## src/rtl/pc_gen_pkg.sv

```systemverilog
// Shared constants and state encoding for the fetch PC generator.
package pc_gen_pkg;

  localparam int unsigned PC_W_DEFAULT     = 32;
  localparam logic [31:0] RESET_PC_DEFAULT = 32'h8000_0000;
  localparam int unsigned PC_INC           = 4;
  localparam int unsigned CNT_W            = 32;

  typedef enum logic {
    ST_BOOT = 1'b0,
    ST_RUN  = 1'b1
  } pc_state_e;

endpackage

```

## src/rtl/pc_redirect_buf.sv

```systemverilog
// Redirect source selection (trap over branch) and the one-entry pending redirect buffer.
module pc_redirect_buf
  import pc_gen_pkg::*;
#(
  parameter int unsigned PC_W = PC_W_DEFAULT
) (
  input  logic            clk,
  input  logic            rst,
  input  logic            fire,
  input  logic            bj_valid,
  input  logic [PC_W-1:0] bj_target,
  input  logic            trap_valid,
  input  logic [PC_W-1:0] trap_target,
  output logic            apply_c,
  output logic [PC_W-1:0] apply_tgt_c,
  output logic            misalign
);

  logic            pend_v, pend_v_d;
  logic            pend_trap, pend_trap_d;
  logic [PC_W-1:0] pend_tgt, pend_tgt_d;
  logic            misalign_d;
  logic            src_v;
  logic [PC_W-1:0] src_raw;
  logic [PC_W-1:0] src_tgt;
  logic            keep_trap;
  logic            store;

  // A pending trap may only be displaced by a newer trap or consumed at a fire.
  always_comb begin
    src_v       = trap_valid | bj_valid;
    src_raw     = trap_valid ? trap_target : bj_target;
    src_tgt     = {src_raw[PC_W-1:2], 2'b00};
    keep_trap   = pend_v & pend_trap & ~trap_valid;
    store       = src_v & (fire | ~keep_trap);
    apply_c     = fire & (src_v | pend_v);
    apply_tgt_c = src_v ? src_tgt : pend_tgt;
    misalign_d  = store & (src_raw[1:0] != 2'b00);

    pend_v_d    = pend_v;
    pend_trap_d = pend_trap;
    pend_tgt_d  = pend_tgt;
    if (fire) begin
      pend_v_d    = 1'b0;
      pend_trap_d = 1'b0;
    end else if (src_v && !keep_trap) begin
      pend_v_d    = 1'b1;
      pend_trap_d = trap_valid;
      pend_tgt_d  = src_tgt;
    end
  end

  always_ff @(posedge clk or negedge rst) begin
    if (!rst) begin
      pend_v    <= 1'b0;
      pend_trap <= 1'b0;
      pend_tgt  <= '0;
      misalign  <= 1'b0;
    end else begin
      pend_v    <= pend_v_d;
      pend_trap <= pend_trap_d;
      pend_tgt  <= pend_tgt_d;
      misalign  <= misalign_d;
    end
  end

endmodule

```

## src/rtl/pc_gen.sv

```systemverilog
// Architectural fetch PC owner: sequential advance, trap/branch redirects, fetch handshake counter.
module pc_gen
  import pc_gen_pkg::*;
#(
  parameter int unsigned      PC_W     = PC_W_DEFAULT,
  parameter logic [PC_W-1:0]  RESET_PC = PC_W'(RESET_PC_DEFAULT)
) (
  input  logic             clk,
  input  logic             rst,
  input  logic             fetch_ready,
  input  logic             stall,
  input  logic             bj_valid,
  input  logic [PC_W-1:0]  bj_target,
  input  logic             trap_valid,
  input  logic [PC_W-1:0]  trap_target,
  output logic [PC_W-1:0]  pc,
  output logic             pc_valid,
  output logic             redirect,
  output logic             misalign,
  output logic [CNT_W-1:0] fetch_cnt
);

  pc_state_e        state, state_d;
  logic [PC_W-1:0]  pc_d;
  logic             pc_valid_d;
  logic             redirect_d;
  logic [CNT_W-1:0] fetch_cnt_d;
  logic             fire_c;
  logic             apply_c;
  logic [PC_W-1:0]  apply_tgt_c;

  assign fire_c = pc_valid & fetch_ready & ~stall;

  pc_redirect_buf #(.PC_W(PC_W)) u_redirect_buf (
    .clk         (clk),
    .rst         (rst),
    .fire        (fire_c),
    .bj_valid    (bj_valid),
    .bj_target   (bj_target),
    .trap_valid  (trap_valid),
    .trap_target (trap_target),
    .apply_c     (apply_c),
    .apply_tgt_c (apply_tgt_c),
    .misalign    (misalign)
  );

  // BOOT lasts exactly one cycle; everything else only moves on a fire.
  always_comb begin
    state_d     = state;
    pc_d        = pc;
    redirect_d  = redirect;
    fetch_cnt_d = fetch_cnt;
    case (state)
      ST_BOOT: state_d = ST_RUN;
      ST_RUN:  state_d = ST_RUN;
      default: state_d = ST_BOOT;
    endcase
    pc_valid_d = (state_d == ST_RUN);
    if (fire_c) begin
      fetch_cnt_d = fetch_cnt + CNT_W'(1);
      if (apply_c) begin
        pc_d       = apply_tgt_c;
        redirect_d = 1'b1;
      end else begin
        pc_d       = pc + PC_W'(PC_INC);
        redirect_d = 1'b0;
      end
    end
  end

  always_ff @(posedge clk or negedge rst) begin
    if (!rst) begin
      state     <= ST_BOOT;
      pc        <= RESET_PC;
      pc_valid  <= 1'b0;
      redirect  <= 1'b0;
      fetch_cnt <= '0;
    end else begin
      state     <= state_d;
      pc        <= pc_d;
      pc_valid  <= pc_valid_d;
      redirect  <= redirect_d;
      fetch_cnt <= fetch_cnt_d;
    end
  end

endmodule

```

## config.mk

```make
export PLATFORM = sky130hd
export DESIGN_NAME = pc_gen
export DESIGN_NICKNAME = d
export VERILOG_FILES = /design/src/rtl/pc_gen_pkg.sv /design/src/rtl/pc_redirect_buf.sv /design/src/rtl/pc_gen.sv
export SDC_FILE = /design/constraint.sdc
export NUM_CORES = 1
export LEC_CHECK = 0
export ABC_CLOCK_PERIOD_IN_PS = 2500
export BUFFER_PORTS_ARGS = -buffer_cell sky130_fd_sc_hd__buf_2
export CORE_ASPECT_RATIO = 0.8
export CORE_MARGIN = 5
export CORE_UTILIZATION = 39
export DETAILED_ROUTE_END_ITERATION = 8
export PLACE_DENSITY = 0.64
export SETUP_SLACK_MARGIN = 0.4
export SLEW_MARGIN = 20
export SYNTH_ARGS = -nofsm -noshare
export SYNTH_HDL_FRONTEND = slang
export SYNTH_HIERARCHICAL = 1
export SYNTH_SLANG_ARGS = --single-unit
```

## constraint.sdc

```tcl
create_clock -name clk -period 2.5 [get_ports clk]
set_input_delay 0.375 -clock clk [delete_from_list [all_inputs] [get_ports clk]]
set_output_delay 0.375 -clock clk [all_outputs]
set_load 0.02 [all_outputs]
```

---- After elaboration in Yosys (flattened, before gate mapping) ----
Cells that the tools add are included.
operators by class
  add/subtract/negate cells ............... 2
  multiplexer cells ....................... 8
  bitwise gates (word level) .............. 14
  reductions and logical operators ........ 5
operators with widths
  operator                                        count
  2-to-1 mux 32 bit                               3
  adder 32 x 1 -> 32 bit (second input constant)  1
  adder 32 x 3 -> 32 bit (second input constant)  1
  AND 1 bit                                       7
  2-to-1 mux 1 bit                                5
  inverter 1 bit                                  4
  nonzero test 2 bit                              2
  OR 1 bit                                        3
  AND reduction 2 bit                             1
  logical AND 1 bit                               1
  zero test 1 bit                                 1
word-level totals
  register bits ........................... 99
  input port bits ......................... 70
  output and inout bits ................... 67
  logic and storage cells ................. 37

---- Depth between registers and ports, before layout ----
Gate-level depths: netlist of the first run.
  depth in word-level cells ............... 6
  gate-level depth with buffers ........... 11
  mapped depth without buffers ............ 7

---- Hierarchy ----
Netlist of the first run, hierarchy kept.
modules (own cells, without submodules)
  module           times used  cells an instance  area an instance (um^2)  seq. area each (um^2)
  pc_gen           1           386                3,599.7                  1,652.8
  pc_redirect_buf  1           245                2,304.7                  825.8

---- Least setup slack after synthesis of the first run ----
OpenSTA, ideal clock, no wires.
  path kind ............................... register to register
  start ................................... register state (netlist name)
  end ..................................... register pc[14]
  library setup time ...................... 94 ps
  arrival ................................. 2,548 ps
  required time ........................... 2,406 ps
  path slack .............................. -142 ps
  cell stages (with the launch flop) ...... 11
  buffers on the path ..................... 4
  clock period less this slack ............ 2,642 ps
  cell sequence ........................... dfrtp_1 > nand3b_1 > inv_1 > clkbuf_1 > buf_1 > nor2b_1 > clkbuf_1 > clkbuf_1 > nor2_1 > o2bb2ai_1 > a211oi_1
RTL lines
  element               line          source
  to (signal assigned)  pc_gen.sv:80  pc <= pc_d;
  to (decl)             pc_gen.sv:16  output logic [PC_W-1:0] pc,

---- Final worst setup path of the first run ----
  start ................................... register pc[12]
  end ..................................... register pc[30]
between the ends
  cells in the longest elaborated chain, start to end .. 2
RTL lines
  element                 line          source
  adder 32 x 3 -> 32 bit  pc_gen.sv:65  pc_d = pc + PC_W'(PC_INC);
  2-to-1 mux 32 bit       pc_gen.sv:61  if (apply_c) begin
No other way between the ends.
A chain may end at the register's enable or synchronous reset.

==> run summary, run 1 <==
Synth top area share = 0.415
final WL = 16500 µm
GR Util All Layers = 0.185
DR pass1 iterations = 5
ys flop type = dfrtp_1
ys async rst share = 1.00
post-placement cell area = 6810 µm²
area of the mapped netlist = 5900 µm²
routability cong. = 0.844
clk_lat worst skew = 0.35 ns
first-pass GRT wire length = 26400 µm
Worst-Margin Slew = 0.773 ns
Synth cell types = 62
Num CTS Buffers = 9
fillers = 1435
IO buf count = 136
Initial Utilization = 0.396
top cells by area, synth = dfrtp_1, mux2_4, o21ai_0
EDFF count, synth = 0
RSZ-0062 raised after global routing = true
commonest non-fill, non-tap cell in the layout = buf_2
setup tns final = 0 ns
final count of negative-setup-slack endpoints = 0
commonest cells after routing, fill and taps aside = buf_2, dfrtp_1, o21ai_0
nature of the critical path endpoint = register
remaining antenna violation count = 0
HPWL after DPL = 12300 µm
final routed DRC violation total = 0
Crit Path Category = register to register
Synth Register Bits = 99
min-delay worst type = primary input to async pin
nets = 829
R2R cell count = 4
PwrDens = 611 nW/µm²
worst endpoint required time = 2.72 ns
vias per cell = 5.42
Fmax = 506 MHz
core area = 14900 µm²
cts hold-fix bufs = 0
Die X = 148 µm
CTS tree = yes
Final Hold Vio Count = 0
die area = 17700 µm²
H-tree levels = 3
IR Drop Worst-Case VDD = 0.000317 V
Crit. Startpoint = pc[12]$_DFFE_PN0N_
Synth warnings = 6
vias in the first global route = 4952
Congestion Overflow GR = 0
CP Max Fanout = 8
Final min period = 1.98 ns
Yosys top cell by area = dfrtp_1
Clock Path Buffers = 2
Vias = 5156
CTS root buffer = clkbuf_16
post-route cell area = 7110 µm²
Final Max Slew Viols = 0
routed len/inst = 17.4 µm
Syn Inst Count = 631
largest net degree at the start of global routing = 50
P_leak = 3.50 nW
die height = 120 µm
Worst setup SP type = register
antenna violations before repair = 2
layout cells sized above 1 = 0.285
FP Rows = 40
clk sinks = 99
crit path DAT = 2.20 ns
outcome = finished clean
DRT iter0 DRCs = 380
I/O pins = 137
max-cap violations = 0
Mapped Avg Cell Area = 9.36 µm²
skew final = 0.00651 ns
Area Growth Syn to Fin = 20.4%
final cycle utilization of the critical path = 0.791
Max-slew headroom = 0.483
sequential area share after synthesis = 0.420
Critical R2R Launch = pc[12]$_DFFE_PN0N_
CTS clk-pin slew, worst paths = 0.07 ns
synthesized netlist by cell type, types with 4 or more instances:
cell type / n
nand2_1: 63
inv_1: 43
and2_1: 4
a311oi_1: 11
nor3_1: 28
xnor2_1: 10
nand3_1: 18
a21oi_1: 11
o21ai_0: 83
dfrtp_1: 98
a22oi_1: 4
buf_1: 5
buf_4: 4
nor2_1: 30
o311ai_0: 4
nand4_1: 14
clkbuf_1: 19
mux2i_1: 34
nor4_1: 10
xor2_1: 21
buf_2: 7
and3_1: 10
or3_1: 10
mux2_4: 30
registers in the layout (all words and copies together) (netlist names):
signal,flops
fetch_cnt,32
pc,32
u_redirect_buf/pend_tgt,30
redirect,1
state,1
u_redirect_buf/misalign,1
u_redirect_buf/pend_trap,1
u_redirect_buf/pend_v,1
layer usage:
metal	vias to the layer above	part of all wire	GRT usage
met5	-	0.00079	0
met4	2	0.021	0.0629
met3	24	0.061	0.0483
met2	134	0.46	0.287
met1	2487	0.46	0.250
li1	2509	-	-
metrics by stage:
stage	setup WS, ns	cells	hold slack [ns]	util	total power [mW]
final	0.523	952	0.0140	0.477	4.34
after global routing	0.355	952	0.0560	0.477	4.57
after CTS	0.435	951	0.0309	0.475	4.39
after detailed placement	0.324	935	0.406	0.456	3.05
after global placement	0.395	935	0.406	0.456	3.01
after floorplan	0.435	632	0.0794	-	2.64
worst paths after layout:
path / slack [ns] / end
worst min-delay path: 0.01 / fetch_cnt[11]$_DFFE_PN0N_
min in group clk: 0.27 / u_redirect_buf/misalign$_DFF_PN0_
worst min register to register: 0.47 / fetch_cnt[31]$_DFFE_PN0N_
worst max register to register: 0.52 / pc[30]$_DFFE_PN0N_
worst max-delay path: 0.52 / pc[30]$_DFFE_PN0N_
max in group asynchronous: 1.84 / fetch_cnt[19]$_DFFE_PN0N_
power breakdown:
part	internal, mW	switching, mW	total (mW)
clock	0.722	0.599	1.32
sequential	1.80	0.215	2.01
combinational	0.439	0.567	1.01
total	2.96	1.38	4.34
worst max-delay path: stages, from the launching register on:
cell      delay (ns)
dfrtp_1         0.51
nand4_4         0.18
or4_4           0.64
o311ai_0        0.41
nand3b_1        0.11
timing repair:
action	in CTS	in global routing
resized for setup	0	7
setup endpoints to repair	0	10
setup buffers	0	0
kinds of logic after synthesis:
family | after synthesis | synth area share
compound gates | 143 | 0.152
xor+xnor | 31 | 0.0460
fa+ha+maj | 2 | 0.00424
buf+inv | 81 | 0.0593
flops | 99 | 0.420
mux | 66 | 0.138
other cells | 2 | 0.00127
simple gates | 207 | 0.180
area by class of cell:
| cell class | count | area (µm²) | area share |
|---|---|---|---|
| multi-input combinational | 452 | 3100 | 0.436 |
| sequential | 99 | 2480 | 0.349 |
| timing repair buffer | 152 | 845 | 0.119 |
| clock buffer | 11 | 253 | 0.0356 |
| tap | 189 | 236 | 0.0333 |
| inverter | 43 | 165 | 0.0232 |
| clock inverter | 5 | 27.5 | 0.00387 |
| antenna | 1 | 2.50 | 0.000352 |
Power figures use the tool's default switching activity.
==> run 2: changes to the inputs <==
Settings changed: ABC_AREA set to 1, ABC_CLOCK_PERIOD_IN_PS 2500 to 1710.
Clock period 2.5 ns to 1.71 ns, I/O delays scaled along.
==> run 2 against run 1 <==
Non-clock buffer count grew 92. Cell count grew 45%. Largest cell class unchanged. Flip-flop and latch count is the same. Clock skew grew 0.0011 ns. Synthesized area grew 7.9%.
==> run summary, run 2 <==
DRT iter0 DRCs = 475
CTS root buffer = clkbuf_16
CP cell instances = nand2_2 > nor2_4 > clkinv_4 > a21oi_4 > inv_4 > nor2_4 > buf_6 > nand2_2 > o311ai_1
ys async rst share = 1.00
nets = 1232
area of the multi-input gates = 3800 µm²
slowest CP cell = dfrtp_2
Largest stage delay, worst path = 0.36 ns
Crit Path Category = register to register
Synth Register Bits = 99
Yosys top cell by area = dfrtp_1
Flop pwr share = 0.391
Commonest cells post-synth = nand2_1, nor2_1, dfrtp_1
Vias = 6964
storage element area = 2530 µm²
DR pass1 iterations = 7
Placed Instances = 1285
CTS tree = yes
H-tree levels = 3
top flop regs = fetch_cnt x32, pc x32, u_redirect_buf/pend_tgt x30
Hold Worst Slack = 0.238 ns
routed len/inst = 15.2 µm
Synth top area share = 0.385
total power draw = 8.56 mW
ys flop type = dfrtp_1
Syn Inst Count = 943
PwrDens = 946 nW/µm²
P_leak = 4.66 nW
top cells by area, synth = dfrtp_1, nand2_1, nor2_1
Num CTS Buffers = 9
max-cap violations = 0
Congestion Overflow GR = 0
Clock Path Buffers = 2
Logic pwr share = 0.351
vias in the first global route = 6370
Initial Utilization = 0.401
core area = 15900 µm²
Final min period = 1.57 ns
area of the mapped netlist = 6370 µm²
Die X = 153 µm
worst endpoint required time = 1.96 ns
switch share = 0.370
Final Max Slew Viols = 0
routability cong. = 0.940
internal power = 5.39 mW
nature of the critical path endpoint = register
Worst setup SP type = register
skew final = 0.00764 ns
final routed DRC violation total = 0
Final Hold Vio Count = 0
final core occ = 0.569
final cycle utilization of the critical path = 0.918
commonest cells after routing, fill and taps aside = nand2_1, buf_2, nor2_1, buf_4, inv_1
EDFF count, synth = 0
commonest non-fill, non-tap cell in the layout = nand2_1
HPWL after DPL = 14400 µm
clk sinks = 99
WP buf/inv = 3
crit path DAT = 1.82 ns
CP delay by family, top = simple AND/OR/NAND/NOR gates
largest net degree at the start of global routing = 47
layout cells sized above 1 = 0.362
Fmax = 637 MHz
sequential area share after synthesis = 0.389
GR Util All Layers = 0.211
IR Drop Worst-Case VDD = 0.000508 V
clock share of power = 0.258
die height = 124 µm
final WL = 21000 µm
outcome = finished clean
fillers = 1474
vias per cell = 5.05
remaining antenna violation count = 0
RSZ-0062 raised after global routing = true
final count of negative-setup-slack endpoints = 0
CTS clk-pin slew, worst paths = 0.07 ns
CP Max Fanout = 5
Synth warnings = 6
IO buf count = 136
post-route insts no fill = 1380
most common cell in the netlist = nand2_1
ant diodes = 0
die area = 19000 µm²
Mapped Avg Cell Area = 6.76 µm²
antenna violations before repair = 0
I/O pins = 137
first-pass GRT wire length = 32900 µm
switching power = 3.17 mW
min-delay worst type = primary input to register
Synth cell types = 42
FP Rows = 41
clk_lat worst skew = 0.36 ns
Area Growth Syn to Fin = 42.0%
-- run 2: stage by stage --
| step | instance area (µm²) | worst slack (ns) | TNS, ns |
|---|---|---|---|
| 2_1_floorplan | 6520 | -0.254 | -5.41 |
| 3_3_place_gp | 7490 | 0.0347 | 0 |
| 3_5_place_dp | 7490 | 0.0290 | 0 |
| 4_1_cts | 8470 | 0.201 | 0 |
| 5_1_grt | 9050 | 0.0756 | 0 |
| 6_report | 9050 | 0.140 | 0 |
-- run 2: cells by family (layout without fill, tap and decap cells) --
group | Yosys count | count (layout) | share of synthesized area
and+or+nand+nor | 633 | 634 | 0.429
buffers and inverters | 109 | 329 | 0.0752
DFF | 99 | 99 | 0.389
AOI/OAI and AO/OA | 76 | 76 | 0.0709
xor gates and xnor gates | 22 | 22 | 0.0302
adders and majority gates | 2 | 2 | 0.00393
other | 2 | 3 | 0.00118
-- run 2: what timing repair did --
action / CTS / global route
hold endpoints to repair: 24 / 0
hold buffers: 1 / 0
gates resized for setup: 68 / 109
setup buffers: 41 / 33
pin swaps: 27 / 46
gates cloned: 4 / 0
endpoints found under the setup margin: 91 / 113
-- run 2: area by class of cell --
class                   instances  area share
clock buffers                   9      0.0249
clock inverters                 7      0.0101
inverters                      69      0.0306
multi-input cells             737       0.420
flip-flops and latches         99       0.280
well taps                     215      0.0297
repair buffers                244       0.206
-- run 2: worst register-to-register path, cell delays in order, from the launching register on --
cell and delay, ns:
dfrtp_2 0.36, nand2_2 0.06, nor2_4 0.20, clkinv_4 0.10, a21oi_4 0.18, inv_4 0.09, nor2_4 0.18, buf_6 0.15
nand2_2 0.06, o311ai_1 0.08
-- run 2: final timing paths --
kind	from	end	depth (start not counted)	slack, ns
worst min register to register	u_redirect_buf/pend_tgt[22]$_DFFE_PN0P_	u_redirect_buf/pend_tgt[22]$_DFFE_PN0P_	2	0.48
worst min-delay path	bj_target[2]	u_redirect_buf/pend_tgt[2]$_DFFE_PN0P_	5	0.24
worst max-delay path	state$_DFF_PN0_	pc[4]$_DFFE_PN0N_	9	0.14
max in group asynchronous	rst	pc[19]$_DFFE_PN0N_	3	0.71
worst max register to register	state$_DFF_PN0_	pc[4]$_DFFE_PN0N_	9	0.14
min in group asynchronous	rst	pc[8]$_DFFE_PN0N_	2	0.38
-- run 2: routing by layer --
| metal | wire, µm | GRT usage | vias up |
|---|---|---|---|
| met5 | 0 | 0 | - |
| met4 | 321 | 0.0561 | 0 |
| li1 | - | - | 3463 |
| met2 | 9300 | 0.309 | 272 |
| met3 | 1710 | 0.0476 | 30 |
| met1 | 9650 | 0.314 | 3199 |
-- run 2: power groups by stage --
stage	Sequential (mW)	Combinational, mW	Clock, mW
2_1_floorplan	3.58	1.17	0
3_3_place_gp	3.35	2.28	0
3_5_place_dp	3.35	2.31	0
4_1_cts	3.30	2.74	2.26
5_1_grt	3.42	3.30	2.35
6_report	3.35	3.00	2.21
